## src/rtl/moldudp64_rx_parser_pkg.sv

```systemverilog
// Shared types and protocol constants for the MoldUDP64 receive parser.
package moldudp64_rx_parser_pkg;

    typedef enum logic [3:0] {
        StIdle,
        StEthHdr,
        StIpHdr,
        StUdpHdr,
        StMoldHdr,
        StLenHi,
        StLenLo,
        StMsgBody,
        StDrain
    } rx_parser_state_t;

    localparam logic [5:0] ETH_HDR_LEN  = 6'd14;
    localparam logic [5:0] IP_HDR_LEN   = 6'd20;
    localparam logic [5:0] UDP_HDR_LEN  = 6'd8;
    localparam logic [5:0] MOLD_HDR_LEN = 6'd20;

    localparam logic [15:0] ETHERTYPE_IPV4 = 16'h0800;
    localparam logic [7:0]  IP_VER_IHL     = 8'h45;
    localparam logic [7:0]  IP_PROTO_UDP   = 8'h11;
    localparam logic [15:0] MOLD_EOS_CNT   = 16'hFFFF;

endpackage

```

## src/rtl/moldudp64_rx_parser.sv

```systemverilog
// Walks Ethernet/IPv4/UDP/MoldUDP64 headers and splits the payload into
// sequence-tagged messages; non-matching or short frames bump the drop counter.
module moldudp64_rx_parser
    import moldudp64_rx_parser_pkg::*;
#(
    parameter logic [15:0] UDP_PORT = 16'd26400,
    parameter int unsigned CNT_W    = 16
) (
    input  logic             clkIn,
    input  logic             rstIn,
    input  logic [7:0]       dataIn,
    input  logic             dataValidIn,
    input  logic             dataLastIn,
    output logic [7:0]       msgDataOut,
    output logic             msgValidOut,
    output logic             msgStartOut,
    output logic             msgEndOut,
    output logic             msgErrOut,
    output logic [63:0]      seqNumOut,
    output logic             seqGapOut,
    output logic             eosOut,
    output logic [CNT_W-1:0] dropCntOut
);

    rx_parser_state_t stateQ, stateD;
    logic [5:0]       byteCntQ, byteCntD;
    logic [63:0]      seqShQ, seqShD;
    logic [7:0]       fieldHiQ, fieldHiD;
    logic [63:0]      expSeqQ, expSeqD;
    logic             expValidQ, expValidD;
    logic [63:0]      curSeqQ, curSeqD;
    logic [15:0]      msgRemainQ, msgRemainD;
    logic [15:0]      bodyRemQ, bodyRemD;
    logic             firstQ, firstD;
    logic             msgSeenQ, msgSeenD;

    logic [7:0]       msgDataQ, msgDataD;
    logic             msgValidQ, msgValidD;
    logic             msgStartQ, msgStartD;
    logic             msgEndQ, msgEndD;
    logic             msgErrQ, msgErrD;
    logic [63:0]      seqNumQ, seqNumD;
    logic             seqGapQ, seqGapD;
    logic             eosQ, eosD;
    logic [CNT_W-1:0] dropCntQ, dropCntD;

    logic [5:0]  hdrIdx;
    logic [15:0] fieldWord;
    logic [15:0] remainDec;
    logic        doDrop;

    // The byte that wakes the parser from idle is Ethernet byte 0.
    assign hdrIdx    = (stateQ == StIdle) ? 6'd0 : byteCntQ;
    assign fieldWord = {fieldHiQ, dataIn};
    assign remainDec = msgRemainQ - 16'd1;

    always_comb begin
        stateD     = stateQ;
        byteCntD   = byteCntQ;
        seqShD     = seqShQ;
        fieldHiD   = fieldHiQ;
        expSeqD    = expSeqQ;
        expValidD  = expValidQ;
        curSeqD    = curSeqQ;
        msgRemainD = msgRemainQ;
        bodyRemD   = bodyRemQ;
        firstD     = firstQ;
        msgSeenD   = msgSeenQ;
        msgDataD   = msgDataQ;
        msgValidD  = 1'b0;
        msgStartD  = 1'b0;
        msgEndD    = 1'b0;
        msgErrD    = 1'b0;
        seqNumD    = seqNumQ;
        seqGapD    = 1'b0;
        eosD       = 1'b0;
        dropCntD   = dropCntQ;
        doDrop     = 1'b0;

        if (dataValidIn) begin
            unique case (stateQ)
                StIdle, StEthHdr: begin
                    stateD   = StEthHdr;
                    byteCntD = hdrIdx + 6'd1;
                    if ((hdrIdx == 6'd12 && dataIn != ETHERTYPE_IPV4[15:8]) ||
                        (hdrIdx == 6'd13 && dataIn != ETHERTYPE_IPV4[7:0]) || dataLastIn) begin
                        doDrop = 1'b1;
                    end else if (hdrIdx == ETH_HDR_LEN - 6'd1) begin
                        stateD   = StIpHdr;
                        byteCntD = 6'd0;
                    end
                end
                StIpHdr: begin
                    byteCntD = byteCntQ + 6'd1;
                    if ((byteCntQ == 6'd0 && dataIn != IP_VER_IHL) ||
                        (byteCntQ == 6'd9 && dataIn != IP_PROTO_UDP) || dataLastIn) begin
                        doDrop = 1'b1;
                    end else if (byteCntQ == IP_HDR_LEN - 6'd1) begin
                        stateD   = StUdpHdr;
                        byteCntD = 6'd0;
                    end
                end
                StUdpHdr: begin
                    byteCntD = byteCntQ + 6'd1;
                    if ((byteCntQ == 6'd2 && dataIn != UDP_PORT[15:8]) ||
                        (byteCntQ == 6'd3 && dataIn != UDP_PORT[7:0]) || dataLastIn) begin
                        doDrop = 1'b1;
                    end else if (byteCntQ == UDP_HDR_LEN - 6'd1) begin
                        stateD   = StMoldHdr;
                        byteCntD = 6'd0;
                    end
                end
                StMoldHdr: begin
                    byteCntD = byteCntQ + 6'd1;
                    if (byteCntQ >= 6'd10 && byteCntQ < 6'd18) begin
                        seqShD = {seqShQ[55:0], dataIn};
                    end
                    if (byteCntQ == 6'd18) begin
                        fieldHiD = dataIn;
                    end
                    if (byteCntQ == MOLD_HDR_LEN - 6'd1) begin
                        if (expValidQ && seqShQ != expSeqQ) begin
                            seqGapD = 1'b1;
                        end
                        expSeqD    = seqShQ + ((fieldWord == MOLD_EOS_CNT) ? 64'd0
                                                                        : {48'd0, fieldWord});
                        expValidD  = 1'b1;
                        msgRemainD = fieldWord;
                        curSeqD    = seqShQ;
                        msgSeenD   = 1'b0;
                        if (fieldWord == 16'd0) begin
                            stateD = dataLastIn ? StIdle : StDrain;
                        end else if (fieldWord == MOLD_EOS_CNT) begin
                            eosD   = 1'b1;
                            stateD = dataLastIn ? StIdle : StDrain;
                        end else if (dataLastIn) begin
                            doDrop = 1'b1;
                        end else begin
                            stateD = StLenHi;
                        end
                    end else if (dataLastIn) begin
                        doDrop = 1'b1;
                    end
                end
                StLenHi: begin
                    fieldHiD = dataIn;
                    if (dataLastIn) begin
                        stateD = StIdle;
                        doDrop = !msgSeenQ;
                    end else begin
                        stateD = StLenLo;
                    end
                end
                StLenLo: begin
                    if (fieldWord == 16'd0) begin
                        msgRemainD = remainDec;
                        curSeqD    = curSeqQ + 64'd1;
                        if (remainDec == 16'd0) begin
                            stateD = dataLastIn ? StIdle : StDrain;
                        end else if (dataLastIn) begin
                            stateD = StIdle;
                            doDrop = !msgSeenQ;
                        end else begin
                            stateD = StLenHi;
                        end
                    end else if (dataLastIn) begin
                        // Once any message of this frame went out, a short tail is not a drop.
                        stateD = StIdle;
                        doDrop = !msgSeenQ;
                    end else begin
                        bodyRemD = fieldWord;
                        firstD   = 1'b1;
                        stateD   = StMsgBody;
                    end
                end
                StMsgBody: begin
                    msgDataD  = dataIn;
                    msgValidD = 1'b1;
                    msgStartD = firstQ;
                    firstD    = 1'b0;
                    seqNumD   = curSeqQ;
                    msgSeenD  = 1'b1;
                    bodyRemD  = bodyRemQ - 16'd1;
                    if (bodyRemQ == 16'd1) begin
                        msgEndD    = 1'b1;
                        curSeqD    = curSeqQ + 64'd1;
                        msgRemainD = remainDec;
                        if (dataLastIn) begin
                            stateD = StIdle;
                        end else begin
                            stateD = (remainDec == 16'd0) ? StDrain : StLenHi;
                        end
                    end else if (dataLastIn) begin
                        msgEndD = 1'b1;
                        msgErrD = 1'b1;
                        stateD  = StIdle;
                    end
                end
                StDrain: begin
                    if (dataLastIn) begin
                        stateD = StIdle;
                    end
                end
                default: begin
                    stateD = StIdle;
                end
            endcase

            if (doDrop) begin
                dropCntD = dropCntQ + CNT_W'(1);
                stateD   = dataLastIn ? StIdle : StDrain;
            end
        end
    end

    always_ff @(posedge clkIn or posedge rstIn) begin
        if (rstIn) begin
            stateQ     <= StIdle;
            byteCntQ   <= '0;
            seqShQ     <= '0;
            fieldHiQ   <= '0;
            expSeqQ    <= '0;
            expValidQ  <= 1'b0;
            curSeqQ    <= '0;
            msgRemainQ <= '0;
            bodyRemQ   <= '0;
            firstQ     <= 1'b0;
            msgSeenQ   <= 1'b0;
            msgDataQ   <= '0;
            msgValidQ  <= 1'b0;
            msgStartQ  <= 1'b0;
            msgEndQ    <= 1'b0;
            msgErrQ    <= 1'b0;
            seqNumQ    <= '0;
            seqGapQ    <= 1'b0;
            eosQ       <= 1'b0;
            dropCntQ   <= '0;
        end else begin
            stateQ     <= stateD;
            byteCntQ   <= byteCntD;
            seqShQ     <= seqShD;
            fieldHiQ   <= fieldHiD;
            expSeqQ    <= expSeqD;
            expValidQ  <= expValidD;
            curSeqQ    <= curSeqD;
            msgRemainQ <= msgRemainD;
            bodyRemQ   <= bodyRemD;
            firstQ     <= firstD;
            msgSeenQ   <= msgSeenD;
            msgDataQ   <= msgDataD;
            msgValidQ  <= msgValidD;
            msgStartQ  <= msgStartD;
            msgEndQ    <= msgEndD;
            msgErrQ    <= msgErrD;
            seqNumQ    <= seqNumD;
            seqGapQ    <= seqGapD;
            eosQ       <= eosD;
            dropCntQ   <= dropCntD;
        end
    end

    assign msgDataOut  = msgDataQ;
    assign msgValidOut = msgValidQ;
    assign msgStartOut = msgStartQ;
    assign msgEndOut   = msgEndQ;
    assign msgErrOut   = msgErrQ;
    assign seqNumOut   = seqNumQ;
    assign seqGapOut   = seqGapQ;
    assign eosOut      = eosQ;
    assign dropCntOut  = dropCntQ;

endmodule

```

## config.mk

```make
export PLATFORM = sky130hd
export DESIGN_NAME = moldudp64_rx_parser
export DESIGN_NICKNAME = d
export VERILOG_FILES = /design/src/rtl/moldudp64_rx_parser_pkg.sv /design/src/rtl/moldudp64_rx_parser.sv
export SDC_FILE = /design/constraint.sdc
export NUM_CORES = 1
export LEC_CHECK = 0
export BUFFER_PORTS_ARGS = -buffer_cell sky130_fd_sc_hd__buf_4
export CAP_MARGIN = 10
export CORE_ASPECT_RATIO = 0.9
export CORE_UTILIZATION = 40
export DETAILED_ROUTE_END_ITERATION = 12
export GPL_TIMING_DRIVEN = 0
export PLACE_DENSITY = 0.61
export SLEW_MARGIN = 10
export SYNTH_ARGS = -nofsm -noshare
export SYNTH_HDL_FRONTEND = slang
export SYNTH_SLANG_ARGS = --single-unit
```

## constraint.sdc

```tcl
create_clock -name clkIn -period 33.5 [get_ports clkIn]
set_clock_uncertainty 0.1 [all_clocks]
set_input_delay 5.025 -clock clkIn [delete_from_list [all_inputs] [get_ports clkIn]]
set_output_delay 5.025 -clock clkIn [all_outputs]
set_load 0.02 [all_outputs]
```

==> results by group <==
Floorplanning
  – I/O pins: 106
  – Initial Utilization: 0.4091
  – FP Rows: 74
  – Core box area: 0.04583 mm^2
  – DIE WIDTH: 230.2 um
  – Die Footprint: 0.04775 mm^2
  – Die height: 207.4 um

Clocking
  – Clock Latency Late Sink: 0.56 ns
  – Num Clock Sinks: 339
  – CTS tree: done
  – Root buffer cell: clkbuf_16
  – CTS H-tree depth: 2
  – Hold buffers post-CTS: 0
  – Clock-pin transition on the worst setup and hold timing paths: 0.06 ns
  – PostCTS Resize Cnt: 0
  – Longest Clk Path Bufs: 3
  – CTS buffer count: 40
  – Postcts setup bufs: 0

Logic synthesis
  – Synth Area in Simple Gates: 0.2271
  – Seq/Total Area, Yosys: 0.4524
  – Syn avg cell area: 8.750 um^2
  – Area leader, netlist: dfrtp_1
  – Synth Cell Area: 0.01875 mm^2
  – Ys async rst share: 1.000
  – Post-Synthesis Cells: 2,143
  – Synth Area in Compound Gates: 0.1483
  – FF+latch count, synth: 339
  – Synth top area cells: dfrtp_1 45%, nand2_1 8.5%, xnor2_1 4.9%
  – Largest family of logic cells by synthesized area: simple AND/OR/NAND/NOR gates
  – EDFF count, synth: 0
  – Post-Synth Adder-Cell Area: 0.02042
  – XOR/XNOR share of the synthesized area: 0.06399
  – Share of the synthesized area in the top cell type: 0.4524
  – Mapped Nets: 2,185
  – Synth warn: 0
  – Netlist cell types: 77
  – Main flop type after synthesis: dfrtp_1
  – Mux share of post-synthesis cell area: 0.04504

STA
  – Max Fclk: 0.1090 GHz
  – Max-slew violations: 0
  – Setup TNS: 0 ns
  – Final setup margin: 24.33 ns
  – Final Hold Vio Count: 0
  – # setup viols final: 0
  – Final min period: 9.173 ns
  – Fin crit share: 0.2738
  – Slew @ Worst Pin: 1.019 ns
  – Rel. slew slack: 0.3155
  – RSZ-0062 raised after global routing: false

Route
  – Vias per cell: 5.846
  – Wire length per cell: 21.95 um
  – DRT Wirelength: 64,190 um
  – # DRC: 0
  – Routed Antenna Nets: 0
  – DRT Pass-1 Iters: 6
  – Vias: 17,100
  – Iter 0 DRT Violations: 1,936

Global routing
  – Met1 usage: 0.4040
  – Vias in the first global route: 16,160
  – Largest net degree at the start of global routing: 93
  – Total track usage: 0.2682
  – Initial antenna violation count: 1
  – GRT overflow: 0
  – Gr busiest metal: met1
  – First-pass GRT wire length: 99,120 um
  – Met2 global-route usage: 0.3842
  – GRT met3 Usage: 0.05069

Placement
  – PortBufs: 102
  – DP Area: 0.02038 mm^2
  – Pre-CTS WS: 23.88 ns
  – GP Congestion: 0.9558
  – DP HPWL: 46,230 um

Final layout
  – Filler Cell Count: 4,406
  – Share of cells above drive strength 1: 0.1213
  – Multi-input logic area: 0.009477 mm^2
  – Nets: 2,332
  – Area delta synth->final: 15.52%
  – Reg area: 0.008483 mm^2
  – Cell area after layout: 0.02166 mm^2

Worst setup path
  – CP endpoint: expSeqQ[58]
  – Critical path fanouts, max: 10
  – Worst R2R Setup Slack: 28.88 ns
  – CP Capture Type: register
  – FF-to-FF Start: fieldHiQ[0]
  – CP startpoint kind: input pin
  – Crit path kind: input pin to register
  – CP startpoint: dataIn[2]
  – Worst EP required: 33.88 ns
  – WP data arrival: 9.55 ns
  – R2r worst-path depth: 14
  – Worst r2r dst: expSeqQ[58]

Power and ir drop
  – Worst ir drop on vdd: 0.02589 mV
  – Pwr dens: 43.79 mW/mm^2
  – Total Power: 0.0009484 W
  – LEAKAGE: 9.563 nW

Min path
  – Worst hold path class: register to register

Job
  – Max cap viols: 0

Status
  – Outcome: finished clean
synth_stat cells, types with 33 or more instances:
| cell type | count |
|---|---|
| a21oi_1 | 141 |
| clkbuf_1 | 117 |
| dfrtp_1 | 339 |
| inv_1 | 40 |
| mux2_2 | 66 |
| nand2_1 | 425 |
| nand3_1 | 82 |
| nand4_1 | 60 |
| nor2_1 | 116 |
| nor3_1 | 46 |
| o21ai_0 | 140 |
| xnor2_1 | 104 |
| xor2_1 | 33 |
metal layers:
| metal | up-vias | wire length [um] |
|---|---|---|
| li1 | 7845 | - |
| met5 | - | 11 |
| met3 | 122 | 5709 |
| met4 | 2 | 1731 |
| met1 | 8387 | 29560 |
| met2 | 745 | 27180 |
per-stage QoR:
| stage | hold WS, ns | util | instances |
|---|---|---|---|
| finish | 0.3610 | 0.4726 | 2925 |
| global route | 0.3945 | 0.4726 | 2924 |
| CTS | 0.3686 | 0.4726 | 2924 |
| detailed placement | 0.3555 | 0.4446 | 2856 |
| global placement | 0.3434 | 0.4424 | 2853 |
| floorplan | 0.3253 | - | 2143 |
how the worst min path moves through the flow:
stage	startpoint	end	slack, ns	depth (start not counted)
global placement	expValidQ	expValidQ	0.34	1
finish	expValidQ	expValidQ	0.36	1
CTS	expValidQ	expValidQ	0.37	1
global route	seqNumOut[48]	seqNumOut[48]	0.39	2
floorplan	expValidQ	expValidQ	0.33	1
detailed placement	expValidQ	expValidQ	0.36	1
layout by cell type, fill, tap and decap left out, drive strengths merged, types with 5 or more instances in the layout:
cell,netlist,final
a21oi,141,141
xnor2,104,104
clkbuf,117,172
o22a,6,6
mux2i,9,9
and3,27,27
or4,7,7
a31oi,11,11
nor4b,15,15
nor3b,8,8
o21a,8,8
or3,8,8
nand2b,6,6
nor2b,6,6
a2111oi,5,5
xor2,33,33
nand3,83,83
o22ai,29,29
o211ai,7,7
buf,40,145
dfrtp,339,339
ha,29,29
nand4,60,60
nor3,48,48
o21ai,169,169
a2bb2oi,17,17
mux2,67,67
nor4,35,35
inv,41,41
and4,14,14
a211oi,14,14
nand2,425,425
and2,31,31
a22oi,10,10
a21o,13,13
clkinv,0,9
nor2,117,117
where the power goes:
| group | internal [W] | switching (W) | leakage [nW] |
|---|---|---|---|
| logic | 0.0000284 | 0.0000505 | 4.39 |
| registers | 0.000419 | 0.0000138 | 4.54 |
| clock network | 0.000259 | 0.000177 | 0.636 |
| total | 0.000707 | 0.000241 | 9.56 |
layout make-up:
cell class	instances	share of cell area
Multi-Input combinational cell	1606	0.4375
Sequential cell	339	0.3916
Clock buffer	55	0.05256
Timing Repair Buffer	105	0.03916
Tap cell	608	0.03512
Buffer	157	0.02986
Inverter	41	0.007451
Clock inverter	13	0.006585
Antenna cell	1	0.0001155
cells by family after synthesis:
family / after synthesis
AO/OA/AOI/OAI: 465
XOR/XNOR: 137
adder cells (fa/ha/maj): 30
buffers and inverters: 198
flip-flops: 339
multiplexers: 76
AND/OR/NAND/NOR: 898
worst max-delay path, stage by stage:
cell and delay, ns:
clkbuf_1 0.52, and4_1 0.33, nand4_1 0.43, clkbuf_1 0.33, and2_1 0.21, ha_1 0.35
o21a_1 0.20, o31a_1 0.13, nor3_1 0.40, o211ai_1 0.21, nand2_1 0.36, clkbuf_1 0.57
nor3_1 0.14, xnor2_1 0.16, o21ai_0 0.17
sequential cells by signal, summed over array words and instances, names as in the netlist, 4 cells and up:
| signal | count |
|---|---|
| seqShQ | 64 |
| bodyRemQ | 16 |
| stateQ | 4 |
| byteCntQ | 6 |
| msgDataOut | 8 |
| msgRemainQ | 16 |
| expSeqQ | 64 |
| seqNumOut | 64 |
| dropCntOut | 16 |
| fieldHiQ | 8 |
| curSeqQ | 64 |
Note: power is estimated with default switching activity, not from simulation.
